`src/rtl/mem_arbiter_if.sv`:
```
// Bus bundle between the request logic, the RAM model and mem_arbiter.
// The arbiter takes the slave modport. The request logic and RAM side take the master modport.
interface mem_arbiter_if #(
    parameter int AW = 32,
    parameter int DW = 32
);
    // Handshake: a requester raises iREN or dREN/dWEN and holds it, with its operands stable,
    // until its wait is 0. The transfer completes in that cycle. Load data is valid only then.
    logic          iREN;
    logic [AW-1:0] iaddr;
    logic [DW-1:0] iload;
    logic          iwait;
    logic          dREN;
    logic          dWEN;
    logic [AW-1:0] daddr;
    logic [DW-1:0] dstore;
    logic [DW-1:0] dload;
    logic          dwait;
    logic          ramREN;
    logic          ramWEN;
    logic [AW-1:0] ramaddr;
    logic [DW-1:0] ramstore;
    logic [DW-1:0] ramload;
    logic [1:0]    ramstate;
    logic          err;
    logic          busy;
    logic [1:0]    dbgState;

    modport slave (
        input  iREN, iaddr, dREN, dWEN, daddr, dstore, ramload, ramstate,
        output iload, iwait, dload, dwait, ramREN, ramWEN, ramaddr, ramstore, err, busy, dbgState
    );

    modport master (
        output iREN, iaddr, dREN, dWEN, daddr, dstore, ramload, ramstate,
        input  iload, iwait, dload, dwait, ramREN, ramWEN, ramaddr, ramstore, err, busy, dbgState
    );
endinterface

```
`src/rtl/mem_arbiter.sv`:
```
// Single-port RAM arbiter for instruction fetch and data access. It has a serve-timeout watchdog.
// Define ARB_RR_EN for round-robin arbitration under contention. Without it, data requests have fixed priority.
module mem_arbiter #(
    parameter int TIMEOUT = 16,
    parameter int AW      = 32,
    parameter int DW      = 32
) (
    input  logic          CLK,
    input  logic          RST,
    mem_arbiter_if.slave  bus
);
    localparam int            CW      = $clog2(TIMEOUT);
    localparam logic [CW-1:0] CNT_MAX = CW'(TIMEOUT - 1);

    localparam logic [1:0] IDLE   = 2'd0;
    localparam logic [1:0] IFETCH = 2'd1;
    localparam logic [1:0] DREAD  = 2'd2;
    localparam logic [1:0] DWRITE = 2'd3;

    localparam logic [1:0] RAM_ACCESS = 2'd2;
    localparam logic [1:0] RAM_ERROR  = 2'd3;

    logic [1:0]    state;
    logic [1:0]    nextState;
    logic [1:0]    grantState;
    logic [CW-1:0] timeoutCnt;
    logic [AW-1:0] ramaddrQ;
    logic [DW-1:0] ramstoreQ;
    logic          serving;
    logic          reqHeld;
    logic          accessHit;
    logic          ramFault;
    logic          pickData;
`ifdef ARB_RR_EN
    logic          lastData;
`endif

    always_comb begin
        serving = (state != IDLE);
        case (state)
            IFETCH:  reqHeld = bus.iREN;
            DREAD:   reqHeld = bus.dREN;
            DWRITE:  reqHeld = bus.dWEN;
            default: reqHeld = 1'b0;
        endcase
        accessHit = serving && (bus.ramstate == RAM_ACCESS);
        // A dropped request counts as an abort, so it never raises err.
        ramFault  = serving && !accessHit && reqHeld &&
                    ((bus.ramstate == RAM_ERROR) || (timeoutCnt == CNT_MAX));
`ifdef ARB_RR_EN
        pickData = (bus.dREN || bus.dWEN) && (!bus.iREN || !lastData);
`else
        pickData = bus.dREN || bus.dWEN;
`endif
        if (pickData)
            grantState = bus.dWEN ? DWRITE : DREAD;
        else if (bus.iREN)
            grantState = IFETCH;
        else
            grantState = IDLE;

        if (!serving)
            nextState = grantState;
        else if (accessHit || !reqHeld || ramFault)
            nextState = IDLE;
        else
            nextState = state;
    end

    always_ff @(posedge CLK or posedge RST) begin
        if (RST) begin
            state      <= IDLE;
            timeoutCnt <= '0;
            ramaddrQ   <= '0;
            ramstoreQ  <= '0;
`ifdef ARB_RR_EN
            lastData   <= 1'b0;
`endif
        end else begin
            state <= nextState;
            if (!serving) begin
                if (grantState != IDLE) begin
                    ramaddrQ   <= pickData ? bus.daddr : bus.iaddr;
                    if (grantState == DWRITE)
                        ramstoreQ <= bus.dstore;
                    timeoutCnt <= '0;
`ifdef ARB_RR_EN
                    lastData   <= pickData;
`endif
                end
            end else if (!accessHit && (timeoutCnt != CNT_MAX)) begin
                timeoutCnt <= timeoutCnt + 1'b1;
            end
        end
    end

    assign bus.ramREN   = (state == IFETCH) || (state == DREAD);
    assign bus.ramWEN   = (state == DWRITE);
    assign bus.ramaddr  = ramaddrQ;
    assign bus.ramstore = ramstoreQ;
    assign bus.iwait    = !((state == IFETCH) && accessHit);
    assign bus.dwait    = !(((state == DREAD) || (state == DWRITE)) && accessHit);
    assign bus.iload    = ((state == IFETCH) && accessHit) ? bus.ramload : '0;
    assign bus.dload    = ((state == DREAD) && accessHit) ? bus.ramload : '0;
    assign bus.err      = ramFault;
    assign bus.busy     = serving;
    assign bus.dbgState = state;
endmodule

```
`src/flat_wrapper.sv`:
```
// flat-port wrapper written by rule: the top's interface ports become plain ports
module mem_arbiter_flat 
#(
    parameter int TIMEOUT = 16,
    parameter int AW      = 32,
    parameter int DW      = 32
)
  (CLK, RST, bus_iREN, bus_iaddr, bus_dREN, bus_dWEN, bus_daddr, bus_dstore, bus_ramload, bus_ramstate, bus_iload, bus_iwait, bus_dload, bus_dwait, bus_ramREN, bus_ramWEN, bus_ramaddr, bus_ramstore, bus_err, bus_busy, bus_dbgState);
  mem_arbiter_if #(.AW(AW), .DW(DW)) bus_i ();
  input  logic CLK;
  input  logic RST;
  input wire logic [$bits(bus_i.iREN)-1:0] bus_iREN;
  input wire logic [$bits(bus_i.iaddr)-1:0] bus_iaddr;
  input wire logic [$bits(bus_i.dREN)-1:0] bus_dREN;
  input wire logic [$bits(bus_i.dWEN)-1:0] bus_dWEN;
  input wire logic [$bits(bus_i.daddr)-1:0] bus_daddr;
  input wire logic [$bits(bus_i.dstore)-1:0] bus_dstore;
  input wire logic [$bits(bus_i.ramload)-1:0] bus_ramload;
  input wire logic [$bits(bus_i.ramstate)-1:0] bus_ramstate;
  output wire logic [$bits(bus_i.iload)-1:0] bus_iload;
  output wire logic [$bits(bus_i.iwait)-1:0] bus_iwait;
  output wire logic [$bits(bus_i.dload)-1:0] bus_dload;
  output wire logic [$bits(bus_i.dwait)-1:0] bus_dwait;
  output wire logic [$bits(bus_i.ramREN)-1:0] bus_ramREN;
  output wire logic [$bits(bus_i.ramWEN)-1:0] bus_ramWEN;
  output wire logic [$bits(bus_i.ramaddr)-1:0] bus_ramaddr;
  output wire logic [$bits(bus_i.ramstore)-1:0] bus_ramstore;
  output wire logic [$bits(bus_i.err)-1:0] bus_err;
  output wire logic [$bits(bus_i.busy)-1:0] bus_busy;
  output wire logic [$bits(bus_i.dbgState)-1:0] bus_dbgState;
  assign bus_i.iREN = bus_iREN;
  assign bus_i.iaddr = bus_iaddr;
  assign bus_i.dREN = bus_dREN;
  assign bus_i.dWEN = bus_dWEN;
  assign bus_i.daddr = bus_daddr;
  assign bus_i.dstore = bus_dstore;
  assign bus_i.ramload = bus_ramload;
  assign bus_i.ramstate = bus_ramstate;
  assign bus_iload = bus_i.iload;
  assign bus_iwait = bus_i.iwait;
  assign bus_dload = bus_i.dload;
  assign bus_dwait = bus_i.dwait;
  assign bus_ramREN = bus_i.ramREN;
  assign bus_ramWEN = bus_i.ramWEN;
  assign bus_ramaddr = bus_i.ramaddr;
  assign bus_ramstore = bus_i.ramstore;
  assign bus_err = bus_i.err;
  assign bus_busy = bus_i.busy;
  assign bus_dbgState = bus_i.dbgState;
  mem_arbiter #(.TIMEOUT(TIMEOUT), .AW(AW), .DW(DW)) u_core (.CLK(CLK), .RST(RST), .bus(bus_i));
endmodule
```
`config.mk`:
```
export PLATFORM = sky130hd
export DESIGN_NAME = mem_arbiter_flat
export DESIGN_NICKNAME = d
export VERILOG_FILES = /design/src/rtl/mem_arbiter_if.sv /design/src/rtl/mem_arbiter.sv /design/src/flat_wrapper.sv
export SDC_FILE = /design/constraint.sdc
export NUM_CORES = 1
export LEC_CHECK = 0
export CAP_MARGIN = 10
export CORE_AREA = 2 2 107 109
export CTS_CLUSTER_SIZE = 40
export DETAILED_ROUTE_END_ITERATION = 12
export DIE_AREA = 0 0 109 111
export DONT_BUFFER_PORTS = 1
export GPL_TIMING_DRIVEN = 0
export PLACE_DENSITY = 0.51
export SLEW_MARGIN = 10
export SYNTH_ARGS = -nofsm -noshare
export SYNTH_HDL_FRONTEND = slang
export SYNTH_SLANG_ARGS = --single-unit
```
`constraint.sdc`:
```
create_clock -name CLK -period 1.95 [get_ports CLK]
set_clock_uncertainty 0.1 [all_clocks]
set_input_delay 0.0975 -clock CLK [delete_from_list [all_inputs] [get_ports CLK]]
set_output_delay 0.0975 -clock CLK [all_outputs]
set_load 0.02 [all_outputs]
```
==> metrics.txt <==
# TYPE chip_impl_metric gauge
chip_impl_info{name="outcome",value="finished, violations left"} 1
chip_impl_info{name="violations",value="setup timing"} 1
chip_impl_metric{name="wirelength",unit="um"} 12900
chip_impl_metric{name="cp_data_arrival_time",unit="ns"} 1.90
chip_impl_metric{name="max-clock-path-buffers",unit=""} 2
chip_impl_metric{name="setup_viol",unit=""} 62
chip_impl_info{name="worstSetupEndpointType",value="output port"} 1
chip_impl_metric{name="cts_htree_levels",unit=""} 3
chip_impl_metric{name="grt_start_max_net_pins",unit=""} 29
chip_impl_metric{name="layout.cell_area.non_filler",unit="mm^2"} 0.00562
chip_impl_metric{name="yosys_warnings",unit=""} 0
chip_impl_metric{name="port-buffer-count",unit=""} 0
chip_impl_metric{name="fin_nets",unit=""} 593
chip_impl_metric{name="cell_area_after_placement",unit="mm^2"} 0.00378
chip_impl_info{name="start_kind",value="flip-flop"} 1
chip_impl_metric{name="power.density",unit="mW/mm^2"} 1410
chip_impl_metric{name="cts_inserted_buffers",unit=""} 9
chip_impl_metric{name="netSwitchingPower",unit="mW"} 3.56
chip_impl_info{name="worst_hold_startpoint",value="bus_ramstate[0]"} 1
chip_impl_metric{name="synth.lib_cells_used.distinct",unit=""} 30
chip_impl_metric{name="worst_slew_pin_slew",unit="ns"} 0.466
chip_impl_metric{name="max_freq",unit="MHz"} 477
chip_impl_metric{name="clockPowerShare",unit="%"} 18.5
chip_impl_metric{name="width_of_the_chip",unit="um"} 109
chip_impl_metric{name="first_global_vias",unit=""} 3447
chip_impl_info{name="worstReg2RegStart",value="u_core.bus.dbgState[0]$_DFFE_PP0P_"} 1
chip_impl_metric{name="synth_cells",unit=""} 330
chip_impl_metric{name="timing.final.crit_period",unit="ns"} 2.10
chip_impl_metric{name="ys_seq_elements",unit=""} 70
chip_impl_info{name="rsz0062_at_grt",value="yes"} 1
chip_impl_metric{name="die-area",unit="mm^2"} 0.0121
chip_impl_metric{name="place_congestion",unit=""} 0.749
chip_impl_metric{name="n_fill_cell",unit=""} 978
chip_impl_metric{name="cts_num_sinks",unit=""} 70
chip_impl_metric{name="detail_route.first_pass.iterations",unit=""} 6
chip_impl_info{name="min-delay-path-class",value="in2reg"} 1
chip_impl_metric{name="synth_enable_flop_cells",unit=""} 0
chip_impl_metric{name="avgRoutedWirePerCell",unit="um"} 21.5
chip_impl_metric{name="drt-vias-per-instance",unit=""} 5.25
chip_impl_metric{name="seq_power_share",unit="%"} 45.8
chip_impl_metric{name="gr-total-overflow",unit=""} 0
chip_impl_info{name="yosys.area.top_type",value="sky130_fd_sc_hd__dfrtp_1"} 1
chip_impl_metric{name="die_h",unit="um"} 111
chip_impl_metric{name="design.core.area",unit="mm^2"} 0.0111
chip_impl_metric{name="synthesis.area_per_instance",unit="um^2"} 10.8
chip_impl_metric{name="final_hold_viol_count",unit=""} 0
chip_impl_metric{name="timing_max_transition_violations_final",unit=""} 0
chip_impl_metric{name="antenna_cells",unit=""} 0
chip_impl_metric{name="worst_slew_margin_rel",unit="%"} 68.9
chip_impl_metric{name="final.period_utilization",unit="%"} 107
chip_impl_metric{name="synthesis_to_finish_area_growth",unit="%"} 58.1
chip_impl_info{name="synth.area.top_cells",value="sky130_fd_sc_hd__dfrtp_1 49%, sky130_fd_sc_hd__and3_1 11%, sky130_fd_sc_hd__mux2i_1 9.9%"} 1
chip_impl_metric{name="synth_sequential_area_ratio",unit="%"} 49.3
chip_impl_metric{name="synth-async-reset-ratio",unit="%"} 100
chip_impl_metric{name="finalWorstSetupSlack",unit="ns"} -0.146
chip_impl_metric{name="antenna_left",unit=""} 0
chip_impl_metric{name="irDropWorstVdd",unit="mV"} 0.914
chip_impl_metric{name="proportion_of_layout_cells_with_a_drive_suffix_above_1",unit="%"} 35.9
chip_impl_metric{name="worst-path-max-fanout",unit=""} 7
chip_impl_metric{name="post-route-drc-count",unit=""} 0
chip_impl_metric{name="synth.top_cell.area_share",unit="%"} 49.3
chip_impl_metric{name="start_util",unit="%"} 32.1
chip_impl_metric{name="dpl_hpwl",unit="um"} 8400
chip_impl_metric{name="mappedNetlistNets",unit=""} 470
chip_impl_metric{name="power_report.internal_total",unit="mW"} 4.36
chip_impl_metric{name="total_leakage_power",unit="nW"} 2.36
chip_impl_info{name="setup.worst_path.class",value="reg2out"} 1
chip_impl_metric{name="layoutNonFillerInstCount",unit=""} 600
chip_impl_metric{name="power.share.switching",unit="%"} 44.9
chip_impl_metric{name="comb_power_share",unit="%"} 35.7
chip_impl_metric{name="cts.clk_slew.worst_paths",unit="ns"} 0.05
chip_impl_metric{name="clk-insertion-delay-late",unit="ns"} 0.32
chip_impl_metric{name="syn-cell-area",unit="mm^2"} 0.00356
chip_impl_info{name="synth_ff_type",value="sky130_fd_sc_hd__dfrtp_1"} 1
chip_impl_metric{name="total_power",unit="mW"} 7.92
chip_impl_info{name="worstSetupStartpoint",value="u_core.bus.dbgState[1]$_DFFE_PP0P_"} 1
chip_impl_info{name="synth_commonest_cells",value="70 x sky130_fd_sc_hd__dfrtp_1, 65 x sky130_fd_sc_hd__and3_1, 36 x sky130_fd_sc_hd__nand2_1"} 1
chip_impl_metric{name="via_count",unit=""} 3151
chip_impl_metric{name="cap_viol_max_count",unit=""} 0
chip_impl_info{name="post-synth-top-count-cell",value="sky130_fd_sc_hd__dfrtp_1"} 1
chip_impl_metric{name="placed_cells",unit=""} 475
chip_impl_metric{name="tns",unit="ns"} -6.44
chip_impl_metric{name="wire_length_of_the_first_global_routing_pass",unit="um"} 19200
chip_impl_metric{name="top_level_ports",unit=""} 271
chip_impl_metric{name="groute.usage.overall",unit="%"} 21.3
chip_impl_metric{name="detailedRoute.firstIterationViolations",unit=""} 111
chip_impl_metric{name="grt_antenna_before_repair",unit=""} 0
chip_impl_info{name="root_buffer",value="sky130_fd_sc_hd__clkbuf_16"} 1
chip_impl_metric{name="worst-endpoint-required",unit="ns"} 1.75
chip_impl_metric{name="final_core_utilization",unit="%"} 50.8
chip_impl_info{name="tritoncts",value="built"} 1
chip_impl_metric{name="fp-row-count",unit=""} 39
[path summary, 6_finish.rpt]
path / endpoint / slack (ns) / cells past startpoint
setup / recovery: bus_iload[16] / -0.15 / 7
hold / removal: u_core.timeoutCnt[0]$_DFFE_PP0P_ / 0.02 / 2
setup reg to reg: u_core.bus.dbgState[0]$_DFFE_PP0P_ / 0.07 / 6
hold reg to reg: u_core.timeoutCnt[3]$_DFFE_PP0P_ / 0.38 / 1
max in group asynchronous: u_core.bus.dbgState[0]$_DFFE_PP0P_ / 0.87 / 4
min in group asynchronous: u_core.bus.ramstore[25]$_DFFE_PP0P_ / 0.16 / 2
[per-layer routing]
metal	global-route usage, %	part of all wire, %
met4	8.97	3.1
met1	19.3	32
met2	42.0	58
met5	0	0
met3	6.23	7.5
[final cells by class]
class	count	area, um^2	area share [%]
Clock buffer	9	225	4.01
Buffer	28	249	4.43
Timing Repair Buffer	112	1140	20.2
Inverter	7	32.5	0.579
Tap cell	143	179	3.18
Sequential cell	70	1750	31.2
Clock inverter	6	38.8	0.690
Multi-Input combinational cell	225	2010	35.7
[state kept, by name, summed over array words and instances (netlist names)]
register / flops
u_core.bus.dbgState: 2
u_core.bus.ramaddr: 32
u_core.timeoutCnt: 4
u_core.bus.ramstore: 32
[cell families (layout without fill, tap and decap cells)]
| family | count (synthesis) | in the layout | synth area share (%) |
|---|---|---|---|
| adder cells (fa/ha/maj) | 5 | 5 | 1.76 |
| multiplexers | 67 | 67 | 20.0 |
| buffers and inverters | 35 | 162 | 4.68 |
| flip-flops | 70 | 70 | 49.3 |
| AND/OR/NAND/NOR | 111 | 111 | 17.3 |
| AO/OA/AOI/OAI | 42 | 42 | 7.00 |
[power by group through the flow]
stage	Sequential, mW	Combinational, mW	Clock, mW
floorplan	3.42	1.71	0
detailed placement	3.63	2.17	0
CTS	3.63	2.65	1.52
global placement	3.63	2.08	0
global route	3.71	3.10	1.58
finish	3.63	2.83	1.46
[through the flow]
| stage | setup slack [ns] | hold WS (ns) |
|---|---|---|
| 2_1_floorplan | 0.0728 | 0.129 |
| 5_1_grt | -0.212 | 0.0587 |
| 4_1_cts | -0.250 | 0.00735 |
| 3_5_place_dp | -0.440 | -0.0935 |
| 6_report | -0.146 | 0.0216 |
| 3_3_place_gp | -0.410 | 0.131 |
[placed cells by master (no fill, tap or decap), types with 3 or more instances in the layout]
master                            n
sky130_fd_sc_hd__o21ai_0         23
sky130_fd_sc_hd__clkinv_2         3
sky130_fd_sc_hd__buf_8            3
sky130_fd_sc_hd__mux2_2          30
sky130_fd_sc_hd__clkbuf_16       10
sky130_fd_sc_hd__dlygate4sd3_1  100
sky130_fd_sc_hd__dfrtp_1         68
sky130_fd_sc_hd__clkbuf_4         3
sky130_fd_sc_hd__buf_4           12
sky130_fd_sc_hd__clkbuf_2         6
sky130_fd_sc_hd__inv_1            3
sky130_fd_sc_hd__and3_4          64
sky130_fd_sc_hd__clkinvlp_4       3
sky130_fd_sc_hd__buf_6            7
sky130_fd_sc_hd__nand2_1         36
sky130_fd_sc_hd__clkbuf_8         3
sky130_fd_sc_hd__o21ai_1          9
sky130_fd_sc_hd__mux2i_1         35
[worst max-delay path, cell delays in order (launching register included)]
cell                       delay, ns
sky130_fd_sc_hd__dfrtp_2        0.49
sky130_fd_sc_hd__inv_2          0.08
sky130_fd_sc_hd__ha_4           0.17
sky130_fd_sc_hd__nor3b_4        0.16
sky130_fd_sc_hd__buf_6          0.14
sky130_fd_sc_hd__buf_8          0.13
sky130_fd_sc_hd__clkbuf_4       0.17
sky130_fd_sc_hd__and3_4         0.22
[repair_timing]
item                       4_1_cts  5_1_grt
pin swaps                       45       25
buffers inserted                 3        3
gates resized for setup        148       51
cloned                           4        1
setup endpoints to repair      125      121
hold endpoints to repair       108        0
hold buffers                   100        0
Note: power is estimated with default switching activity, not from simulation.
